[src/rtl/lsu_mem_ctrl.sv]
// Load/store unit: issues aligned word requests with byte strobes,
// stalls the core while outstanding, extends load data for writeback.
module lsu_mem_ctrl #(
    parameter int TIMEOUT = 16
) (
    input  logic        clk,
    input  logic        rst_n,
    input  logic        req_valid,
    input  logic        is_store,
    input  logic [2:0]  funct3,
    input  logic [31:0] addr,
    input  logic [31:0] wdata,
    output logic        stall,
    output logic [31:0] load_data,
    output logic        load_valid,
    output logic        fault,
    output logic        mem_req,
    output logic        mem_we,
    output logic [31:0] mem_addr,
    output logic [3:0]  mem_wstrb,
    output logic [31:0] mem_wdata,
    input  logic [31:0] mem_rdata,
    input  logic        mem_ready
);

    typedef enum logic [1:0] {IDLE, WAIT, DONE} state_t;

    state_t      state, state_nx;
    logic        st_q;
    logic [2:0]  f3_q;
    logic [1:0]  off_q;
    logic [7:0]  cnt;
    logic        fault_q;
    logic        legal, aligned;
    logic        accept, complete, expire;
    logic        stall_c, fault_c;
    logic [3:0]  strb_c;
    logic [31:0] wdata_c;
    logic [7:0]  lane_b;
    logic [15:0] lane_h;
    logic [31:0] ext_c;

    // Decode funct3 legality and natural alignment of the request
    always_comb begin
        legal   = 1'b0;
        aligned = 1'b1;
        case (funct3)
            3'b000, 3'b001, 3'b010: legal = 1'b1;
            3'b100, 3'b101:         legal = !is_store;
            default:                legal = 1'b0;
        endcase
        case (funct3[1:0])
            2'b01:   aligned = !addr[0];
            2'b10:   aligned = (addr[1:0] == 2'b00);
            default: aligned = 1'b1;
        endcase
    end

    // Next-state and handshake control
    always_comb begin
        state_nx = state;
        accept   = 1'b0;
        complete = 1'b0;
        expire   = 1'b0;
        stall_c  = 1'b0;
        fault_c  = 1'b0;
        case (state)
            IDLE: begin
                if (req_valid) begin
                    if (legal && aligned) begin
                        accept   = 1'b1;
                        stall_c  = 1'b1;
                        state_nx = WAIT;
                    end else begin
                        fault_c = 1'b1;
                    end
                end
            end
            WAIT: begin
                stall_c = 1'b1;
                if (mem_ready) begin
                    complete = 1'b1;
                    state_nx = DONE;
                end else if (cnt == 8'(TIMEOUT - 1)) begin
                    expire   = 1'b1;
                    state_nx = DONE;
                end
            end
            DONE:    state_nx = IDLE;
            default: state_nx = IDLE;
        endcase
    end

    assign stall = stall_c & rst_n;
    assign fault = fault_q | (fault_c & rst_n);

    // Store strobes and lane-replicated store data
    always_comb begin
        strb_c  = 4'b0000;
        wdata_c = wdata;
        case (funct3[1:0])
            2'b00: begin
                strb_c  = 4'b0001 << addr[1:0];
                wdata_c = {4{wdata[7:0]}};
            end
            2'b01: begin
                strb_c  = 4'b0011 << {addr[1], 1'b0};
                wdata_c = {2{wdata[15:0]}};
            end
            default: begin
                strb_c  = 4'b1111;
                wdata_c = wdata;
            end
        endcase
        if (!is_store) strb_c = 4'b0000;
    end

    // Lane select and sign/zero extension of returned read data
    always_comb begin
        lane_b = mem_rdata[8*off_q +: 8];
        lane_h = mem_rdata[16*off_q[1] +: 16];
        case (f3_q)
            3'b000:  ext_c = {{24{lane_b[7]}}, lane_b};
            3'b001:  ext_c = {{16{lane_h[15]}}, lane_h};
            3'b100:  ext_c = {24'h0, lane_b};
            3'b101:  ext_c = {16'h0, lane_h};
            default: ext_c = mem_rdata;
        endcase
    end

    // State register
    always_ff @(posedge clk) begin
        if (!rst_n) state <= IDLE;
        else        state <= state_nx;
    end

    // Request registers, wait counter and load result
    always_ff @(posedge clk) begin
        if (!rst_n) begin
            mem_req    <= 1'b0;
            mem_we     <= 1'b0;
            mem_addr   <= 32'h0;
            mem_wstrb  <= 4'h0;
            mem_wdata  <= 32'h0;
            load_data  <= 32'h0;
            load_valid <= 1'b0;
            fault_q    <= 1'b0;
            cnt        <= 8'h0;
            st_q       <= 1'b0;
            f3_q       <= 3'b0;
            off_q      <= 2'b0;
        end else begin
            load_valid <= complete && !st_q;
            fault_q    <= expire;
            if (accept) begin
                mem_req   <= 1'b1;
                mem_we    <= is_store;
                mem_addr  <= {addr[31:2], 2'b00};
                mem_wstrb <= strb_c;
                mem_wdata <= wdata_c;
                st_q      <= is_store;
                f3_q      <= funct3;
                off_q     <= addr[1:0];
                cnt       <= 8'h0;
            end else if (complete || expire) begin
                mem_req <= 1'b0;
            end else if (state == WAIT) begin
                cnt <= cnt + 8'h1;
            end
            if (complete && !st_q) load_data <= ext_c;
        end
    end

endmodule

[config.mk]
export PLATFORM = sky130hd
export DESIGN_NAME = lsu_mem_ctrl
export DESIGN_NICKNAME = d
export VERILOG_FILES = /design/src/rtl/lsu_mem_ctrl.sv
export SDC_FILE = /design/constraint.sdc
export NUM_CORES = 1
export LEC_CHECK = 0
export BUFFER_PORTS_ARGS = -buffer_cell sky130_fd_sc_hd__buf_2
export CORE_ASPECT_RATIO = 0.6
export CORE_UTILIZATION = 25
export CTS_CLUSTER_SIZE = 8
export DETAILED_ROUTE_END_ITERATION = 10
export SETUP_SLACK_MARGIN = 0.05
export SLEW_MARGIN = 20
export SYNTH_ARGS = -nofsm -noshare
export SYNTH_HDL_FRONTEND = slang
export SYNTH_SLANG_ARGS = --single-unit
[constraint.sdc]
create_clock -name clk -period 2.2 [get_ports clk]
set_input_delay 0.44 -clock clk [delete_from_list [all_inputs] [get_ports clk]]
set_output_delay 0.44 -clock clk [all_outputs]
set_load 0.01 [all_outputs]
==> results.toml, run 1 <==
[setup_path]
start_kind = "input port"
r2r_end = "load_data[20]$_SDFFE_PN0P_"
required_ns = 1.76
cp_max_fo = 3
cp.depth = 9
path_class = "in -> out"
crit_family = "buffers and inverters"
path_buf_inv = 4
max_stage_delay_ns = 0.21
r2r_cells = 4
worstSetupEndpoint = "stall"
crit_chain = "buf_6, inv_6, ha_4, and3b_2, a211oi_4, buf_4, a21oi_2, nor3b_2, buf_2"
startpoint = "funct3[1]"
critPathSlowestCell = "and3b_2"
reg2reg_setup_slack_ns = 0.18
arrival_ns = 1.69
worstReg2RegStart = "state[1]$_SDFFE_PN0P_"
setup.worst_path.end_class = "output port"

[floorplan]
die_x_um = 194
coreArea_um2 = 21400
row_count = 41
die_y_um = 117
ioPinCount = 209
start_util_pct = 25.9
dieArea_um2 = 22800

[cells_and_area]
syn_to_final_growth_pct = 40.1
fin_util_pct = 36.3
instances_no_fill = 1129
final_layout_size_suffix_gt1_share_pct = 36.7
num-fill-cells = 2210
nets = 944

[logic_synthesis]
synth_area_leaders = "dfxtp_1 (42%), mux2i_1 (8.8%), nand2_1 (7.6%)"
async_reset_ff_share_pct = 0
synthFlopType = "dfxtp_1"
syn_area_per_cell_um2 = 8.78
synth_cell_type_count = 52
ys_warn_count = 0
yosys.area.top_type = "dfxtp_1"
synth_most_common_cell = "dfxtp_1"
netlist_instances = 632
ys_top_cells_by_count = "dfxtp_1 (117), nand2_1 (112), a21oi_1 (60)"
syn_area_um2 = 5550
netlist.area_leader.share_pct = 42.2
synth-edff-count = 0
yosysSeqAreaShare_pct = 42.2
synth-seq-cells = 117

[worst_hold_path]
min_from = "addr[5]"
hold_path.class = "in -> reg"
worstHoldPathCells = 3

[placed_design]
io_buffers = 206
dpl.hpwl_um = 13200
post-place-ws_ns = -0.114
dp.cells = 1089
gp_congestion = 0.850

[clocking]
clockBufferDepth = 2
clk_pin_slew_ns = 0.06
h-tree-depth = 4
cts_sinks = 117
cts_buffers = 17
cts_root_buf = "clkbuf_16"
clk_latency_ns = 0.42
cts_tree = "done"

[routing]
drtPass1Iterations = 4
drtIter0Drc = 276
vias = 5419
final_antenna_net_count = 0
route.detailed.drc = 0
wire_per_inst_um = 16.2
vias_per_cell = 4.80
wl_um = 18300

[timing]
grt_setup_unrepaired = "yes"
setup_slack_ns = 0.0699
hold_viol_final = 0
fin_crit_sh_pct = 96.8
slew_violations = 0
timing.fmax_ghz = 0.469
fin_skew_ns = 0.00582
slew_headroom_pct = 61.1
setup_viol = 0
min_period_ns = 2.13
tightest_slew_ns = 0.583

[power]
power.leakage_nw = 3.61
peakVddDrop_mv = 0.504
power.density_nw_per_um2 = 798

[global_routing]
grt_max_degree = 53
antenna_found_initial = 1
gr-usage-all-layers_pct = 16.1
grt_overflow = 0
first_global_vias = 5191
grt_pass1_wl_um = 28600

[outcome]
status = "complete, no violations"

[job]
cap_violations = 0
how the worst min path moves through the flow:
stage          slack (ns)                        end
6_report             0.27   mem_addr[5]$_SDFFE_PN0P_
5_1_grt              0.26   mem_addr[4]$_SDFFE_PN0P_
4_1_cts              0.24  mem_addr[28]$_SDFFE_PN0P_
3_5_place_dp         0.44  mem_addr[23]$_SDFFE_PN0P_
3_3_place_gp         0.44  mem_addr[23]$_SDFFE_PN0P_
2_1_floorplan        0.45       f3_q[2]$_SDFFE_PN0P_
stage by stage:
stage                     hold slack, ns  area [µm²]  power [W]  setup TNS (ns)
after floorplan                    0.449        5580    0.00272               0
after global placement             0.438        6960    0.00305           -1.30
after detailed placement           0.445        6960    0.00305           -2.64
after CTS                          0.240        7720    0.00628               0
after global routing               0.256        7770    0.00646        -0.00861
final                              0.267        7770    0.00621               0
cell usage in the layout, fill, tap and decap left out, drive strengths merged, types with 5 or more instances in the layout:
| master | count |
|---|---|
| buf | 244 |
| dfxtp | 117 |
| nand2 | 112 |
| a21oi | 61 |
| mux2i | 49 |
| o21ai | 48 |
| clkbuf | 23 |
| nand3 | 19 |
| o211a | 16 |
| nand4 | 14 |
| mux2 | 14 |
| nor2 | 11 |
| nor2b | 10 |
| a22o | 8 |
| nand3b | 8 |
| o211ai | 8 |
| nor4bb | 7 |
| a2bb2oi | 7 |
| bufinv | 5 |
| nor3b | 5 |
kinds of logic (layout without fill, tap and decap cells):
kind of cell,after synthesis,after routing,share of synthesized area [%]
other,1,3,0.0676
adders and majority gates,4,4,0.902
buffers and inverters,63,279,5.28
and+or+nand+nor,211,211,19.1
muxes,64,64,12.1
DFF,117,117,42.2
AOI/OAI and AO/OA,167,167,19.6
xor gates and xnor gates,5,5,0.789
registers in the layout (all words and copies together) (netlist names), 2 cells and up:
signal and cells:
load_data 32, mem_wdata 32, mem_addr 30, cnt 8, mem_wstrb 4, f3_q 3, off_q 2, state 2
per-layer routing:
metal,GRT usage [%],routed length [µm]
met3,6.67,1670
met5,0,0
met4,5.31,200
met1,22.8,9230
met2,21.5,7190
where the power goes:
group	leakage, nW	internal, W	switching (W)
Clock	0.333	0.00215	0.00100
Combinational	2.32	0.000366	0.000434
Sequential	0.949	0.00220	0.0000456
timing repair:
| action | 4_1_cts | 5_1_grt |
|---|---|---|
| hold buffers | 0 | 0 |
| gates resized for setup | 17 | 7 |
| pin swaps | 6 | 6 |
| setup buffers | 3 | 4 |
| endpoints found under the setup margin | 2 | 2 |
worst min-delay path: cells and delay by family:
| family | cells | cell delay, ns |
|---|---|---|
| buf+inv | 1 | 0.10 |
| mux | 1 | 0.05 |
| simple gates | 1 | 0.04 |
area by class of cell:
class                           count  area (µm²)  area share (%)
Multi-Input combinational cell    453        2990            38.4
Sequential cell                   117        2340            30.1
Timing Repair Buffer              244        1400            18.0
Clock buffer                       23         498            6.40
Tap cell                          279         349            4.49
Clock inverter                      9         170            2.19
Inverter                            3        23.8           0.306
Antenna cell                        1        2.50          0.0322
Power figures use the tool's default switching activity.
==> inputs of run 2 (changes only) <==
- CORE_MARGIN: unset -> 5
- PLACE_DENSITY: unset -> 0.53
==> run 2 against run 1 <==
Net effect:
- worst hold slack worse by 0.0082 ns
- maximum frequency fell by 2.6%
- flip-flop and latch count did not move
- sequential power about the same
- clock skew up 0.00058 ns
- utilization is 1.2 points lower
- largest cell class unchanged
- clock power fell by 13%
- clock-buffer cell count decreased by 5
- cell count is 0.18% higher
- power shrank 6.2%
- cell area decreased by 1.1%
==> results.toml, run 2 (same netlist as run 1, synthesis figures left out) <==
[power]
pwr-share-seq_pct = 38.6
peakVddDrop_mv = 0.518
power.density_nw_per_um2 = 757
p_int_w = 0.00424
p_clk_share_pct = 47.4
p_total_w = 0.00582
p_switching_w = 0.00158
switching_share_pct = 27.2
power_frac_comb_pct = 14.0
power.leakage_nw = 3.53

[timing]
min_period_ns = 2.19
slew_headroom_pct = 62.6
worst_hold_slack_ns = 0.259
tightest_slew_ns = 0.560
fin_skew_ns = 0.00640
hold_viol_final = 0
fin_crit_sh_pct = 99.4
setup_viol = 0
slew_violations = 0
timing.fmax_ghz = 0.457
grt_setup_unrepaired = "yes"

[cells_and_area]
final_common_cell = "buf_2"
final_layout_size_suffix_gt1_share_pct = 36.7
syn_to_final_growth_pct = 38.6
nets = 939
top_regs = "load_data x32, mem_wdata x32, mem_addr x30"
final_cell_mix = "buf_2 (202), dfxtp_1 (115), nand2_1 (112)"

[routing]
vias_per_cell = 4.71
wl_um = 20000
final_antenna_net_count = 0
vias = 5328
route.detailed.drc = 0
drtPass1Iterations = 5
drtIter0Drc = 364
wire_per_inst_um = 17.7

[clocking]
clk_latency_ns = 0.42
h-tree-depth = 4
cts_tree = "done"
clk_pin_slew_ns = 0.06
cts_buffers = 17
cts_sinks = 117
clockBufferDepth = 2
holdBufCountCts = 0
cts_root_buf = "clkbuf_16"

[setup_path]
required_ns = 1.76
path_class = "in -> out"
cp_max_fo = 3
arrival_ns = 1.75
reg2reg_setup_slack_ns = 0.27
start_kind = "input port"
setup.worst_path.end_class = "output port"

[floorplan]
start_util_pct = 25.3
dieArea_um2 = 25400
coreArea_um2 = 21900
die_y_um = 125
ioPinCount = 209
row_count = 42
die_x_um = 202

[global_routing]
gr-usage-all-layers_pct = 15.6
grt_max_degree = 84
grt_overflow = 0
first_global_vias = 5133
antenna_found_initial = 1
grt_pass1_wl_um = 31000

[worst_hold_path]
hold_path.class = "in -> reg"

[outcome]
status = "complete, no violations"

[placed_design]
io_buffers = 206
dpl.hpwl_um = 14800
gp_congestion = 0.801

[job]
cap_violations = 0
[run 2: worst paths after layout]
kind	start	endpoint	depth (start not counted)
max	funct3[1]	fault	8
min	addr[21]	mem_addr[21]$_SDFFE_PN0P_	3
max reg2reg	state[1]$_SDFFE_PN0P_	load_data[10]$_SDFFE_PN0P_	4
min reg2reg	mem_addr[13]$_SDFFE_PN0P_	mem_addr[13]$_SDFFE_PN0P_	2
[run 2: final cells by class]
cell class / instances / area, µm²
fillers: 2290 / 14200
multi-input cells: 453 / 2990
flip-flops and latches: 117 / 2340
repair buffers: 239 / 1390
clock buffers: 18 / 429
well taps: 286 / 358
clock inverters: 14 / 154
inverters: 3 / 21.3
diodes: 1 / 2.50
[run 2: repair_timing]
action | 4_1_cts | 5_1_grt
endpoints found under the setup margin | 2 | 2
buffers inserted | 2 | 0
resized for setup | 18 | 2
pin swaps | 6 | 3
endpoints found under the hold margin | 0 | 0
[run 2: stage by stage]
stage	util (%)	setup WS (ns)	cells	cell area, µm²	setup TNS (ns)
after floorplan	-	0.0634	633	5580	0
after global placement	32.0	-0.187	1096	7010	-0.647
after detailed placement	32.0	-0.196	1096	7010	-2.26
after CTS	35.1	-0.0397	1130	7680	-0.0504
after global routing	35.1	-0.0489	1130	7690	-0.0743
final	35.1	0.0122	1131	7690	0
[run 2: power by group through the flow]
| stage | Combinational (W) | Clock, W | Sequential (W) |
|---|---|---|---|
| 3_3_place_gp | 0.000795 | 0 | 0.00229 |
| 6_report | 0.000816 | 0.00276 | 0.00225 |
| 3_5_place_dp | 0.000794 | 0 | 0.00229 |
| 4_1_cts | 0.000817 | 0.00284 | 0.00225 |
| 2_1_floorplan | 0.000401 | 0 | 0.00232 |
| 5_1_grt | 0.000891 | 0.00293 | 0.00226 |
[run 2: per-layer routing]
layer  routed length (µm)  GRT usage, %  vias to the layer above
met1                10500          23.4                     2508
met5                   18             0                        -
met3                 1420          5.36                       22
met2                 7820          20.8                      149
li1                     -             -                     2647
met4                  259          4.99                        2
[run 2: critical path, cell delays in order]
cell and delay (ns):
buf_6 0.10, inv_6 0.06, ha_4 0.19, and3b_2 0.21
a211oi_4 0.25, a21oi_2 0.12, or2_4 0.25, buf_6 0.12
==> inputs of run 3 (changes only) <==
- ABC_AREA: unset -> 1
- PLACE_DENSITY: 0.53 -> 0.52
==> run 3 against run 2 <==
Net effect:
- register-to-register slack better by 0.24 ns
- worst hold slack worse by 0.038 ns
- sequential share of layout area down 1.3 points
- power up 4.8%
- global-route usage down 0.58 points
- sequential power up 3%
- flip-flop and latch count unchanged
- non-clock buffer count down 11
- area after synthesis up 8.7%
- combinational power up 25%
==> results.toml, run 3 <==
[cells_and_area]
num-fill-cells = 2659
syn_to_final_growth_pct = 33.2
final_common_cell = "nand2_1"
nets = 1301
final_cell_mix = "nand2_1 (295), nor2_1 (211), buf_2 (205)"
final_layout_size_suffix_gt1_share_pct = 22.5
fin_area_um2 = 8030
antenna_cells = 0
top_regs = "load_data x32, mem_wdata x32, mem_addr x30"

[placed_design]
io_buffers = 206
gp_congestion = 0.873
post-place-ws_ns = 0.142
placed_area_um2 = 7420
dpl.hpwl_um = 15600

[setup_path]
path_buf_inv = 5
arrival_ns = 1.56
path_class = "in -> out"
crit_chain = "buf_2, inv_1, ha_1, nor2_2, inv_2, o21ai_2, nand2_4, nand2_1, inv_1, o21bai_1, buf_2"
setup.worst_path.end_class = "output port"
max_stage_delay_ns = 0.20
start_kind = "input port"
cp_max_fo = 3
critPathSlowestCell = "ha_1"
required_ns = 1.76
crit_family = "buffers and inverters"

[routing]
vias_per_cell = 4.14
drtPass1Iterations = 5
wire_per_inst_um = 13.6
final_antenna_net_count = 0
drtIter0Drc = 389
wl_um = 20800
route.detailed.drc = 0
vias = 6322

[timing]
timing.fmax_ghz = 0.500
fin_crit_sh_pct = 90.8
setup_viol = 0
grt_setup_unrepaired = "no"
slew_violations = 0
worst_hold_slack_ns = 0.221
finalSetupTns_ns = 0
fin_skew_ns = 0.00998
min_period_ns = 2.00
setup_slack_ns = 0.202
hold_viol_final = 0

[floorplan]
row_count = 44
start_util_pct = 25.2
ioPinCount = 209
coreArea_um2 = 23900
die_x_um = 210
dieArea_um2 = 27400
die_y_um = 130

[logic_synthesis]
synth-seq-cells = 117
synthFlopType = "dfxtp_1"
ys_top_cells_by_count = "nand2_1 (295), nor2_1 (211), inv_1 (158)"
yosysSeqAreaShare_pct = 38.9
syn_area_um2 = 6030
syn_area_per_cell_um2 = 6.08
synth_most_common_cell = "nand2_1"
async_reset_ff_share_pct = 0
synth-edff-count = 0
netlist_instances = 991
yosys.area.top_type = "dfxtp_1"
synth_cell_type_count = 30
synth_area_leaders = "dfxtp_1 (39%), nand2_1 (18%), nor2_1 (13%)"
ys_warn_count = 0
netlist.area_leader.share_pct = 38.9

[clocking]
h-tree-depth = 4
clockBufferDepth = 2
clk_pin_slew_ns = 0.06
cts_buffers = 17
holdBufCountCts = 0
clk_latency_ns = 0.42
cts_root_buf = "clkbuf_16"
cts_sinks = 117
cts_tree = "done"

[power]
p_total_w = 0.00610
peakVddDrop_mv = 0.508
power.leakage_nw = 4.59
power.density_nw_per_um2 = 760

[global_routing]
grt_max_degree = 66
first_global_vias = 5843
gr-usage-all-layers_pct = 15.1
grt_overflow = 0
grt_pass1_wl_um = 32400
antenna_found_initial = 0

[job]
cap_violations = 0

[outcome]
status = "complete, no violations"

[worst_hold_path]
hold_path.class = "in -> reg"
==> run 3: changes by cell type after synthesis, moves of 10 or more <==
| cell | change |
|---|---|
| o21ai_0 | +14 |
| mux2_2 | -14 |
| mux2i_1 | -49 |
| o211a_1 | -16 |
| clkbuf_1 | -18 |
| nor2b_1 | -10 |
| a21oi_1 | -27 |
| nor2_1 | +201 |
| nand2_1 | +183 |
| inv_1 | +155 |
==> run 3: kinds of logic (layout without fill, tap and decap cells) <==
kind of cell               count (synthesis)  after routing  share of synthesized area, %
AOI/OAI and AO/OA                        108            108                          9.61
and+or+nand+nor                          549            549                          35.9
other                                      1              2                        0.0622
xor gates and xnor gates                   5              5                         0.726
DFF                                      117            117                          38.9
adders and majority gates                  4              4                         0.830
buffers and inverters                    207            420                          14.0
==> run 3: area by class of cell <==
cell class / count / area (µm²) / share of cell area (%)
Timing Repair Buffer: 228 / 1250 / 15.6
Clock inverter: 12 / 131 / 1.64
Clock buffer: 19 / 443 / 5.52
Sequential cell: 117 / 2340 / 29.2
Multi-Input combinational cell: 668 / 2860 / 35.6
Tap cell: 322 / 403 / 5.02
Inverter: 161 / 604 / 7.53
==> run 3: per-stage QoR <==
step                      instances  utilization, %
final                          1527            33.5
after global placement         1493            31.0
after detailed placement       1493            31.0
after floorplan                 992               -
after CTS                      1524            33.4
after global routing           1527            33.5
==> run 3: path summary, 6_finish.rpt <==
path,start,to,slack [ns],depth (start not counted)
max,funct3[1],fault,0.20,11
min,mem_ready,fault_q$_SDFF_PN0_,0.22,2
max reg2reg,off_q[1]$_SDFFE_PN0P_,load_data[13]$_SDFFE_PN0P_,0.51,8
min reg2reg,mem_req$_SDFFE_PN0P_,mem_req$_SDFFE_PN0P_,0.46,2
==> run 3: what timing repair did <==
| action | CTS | global route |
|---|---|---|
| pin swaps | 0 | 2 |
| buffers inserted | 0 | 3 |
| setup endpoints to repair | 2 | 2 |
| gates resized for setup | 1 | 1 |
==> run 3: metal layers <==
metal	share of wire, %	GRT usage, %	vias up
met3	9.3	6.01	10
met5	0	0	-
met2	38	20.4	203
li1	-	-	3365
met1	52	22.3	2744
met4	0.63	3.12	0
==> run 3: power by group <==
group	switching, W	internal (W)
logic	0.000647	0.000376
clock network	0.00107	0.00169
registers	0.0000739	0.00224
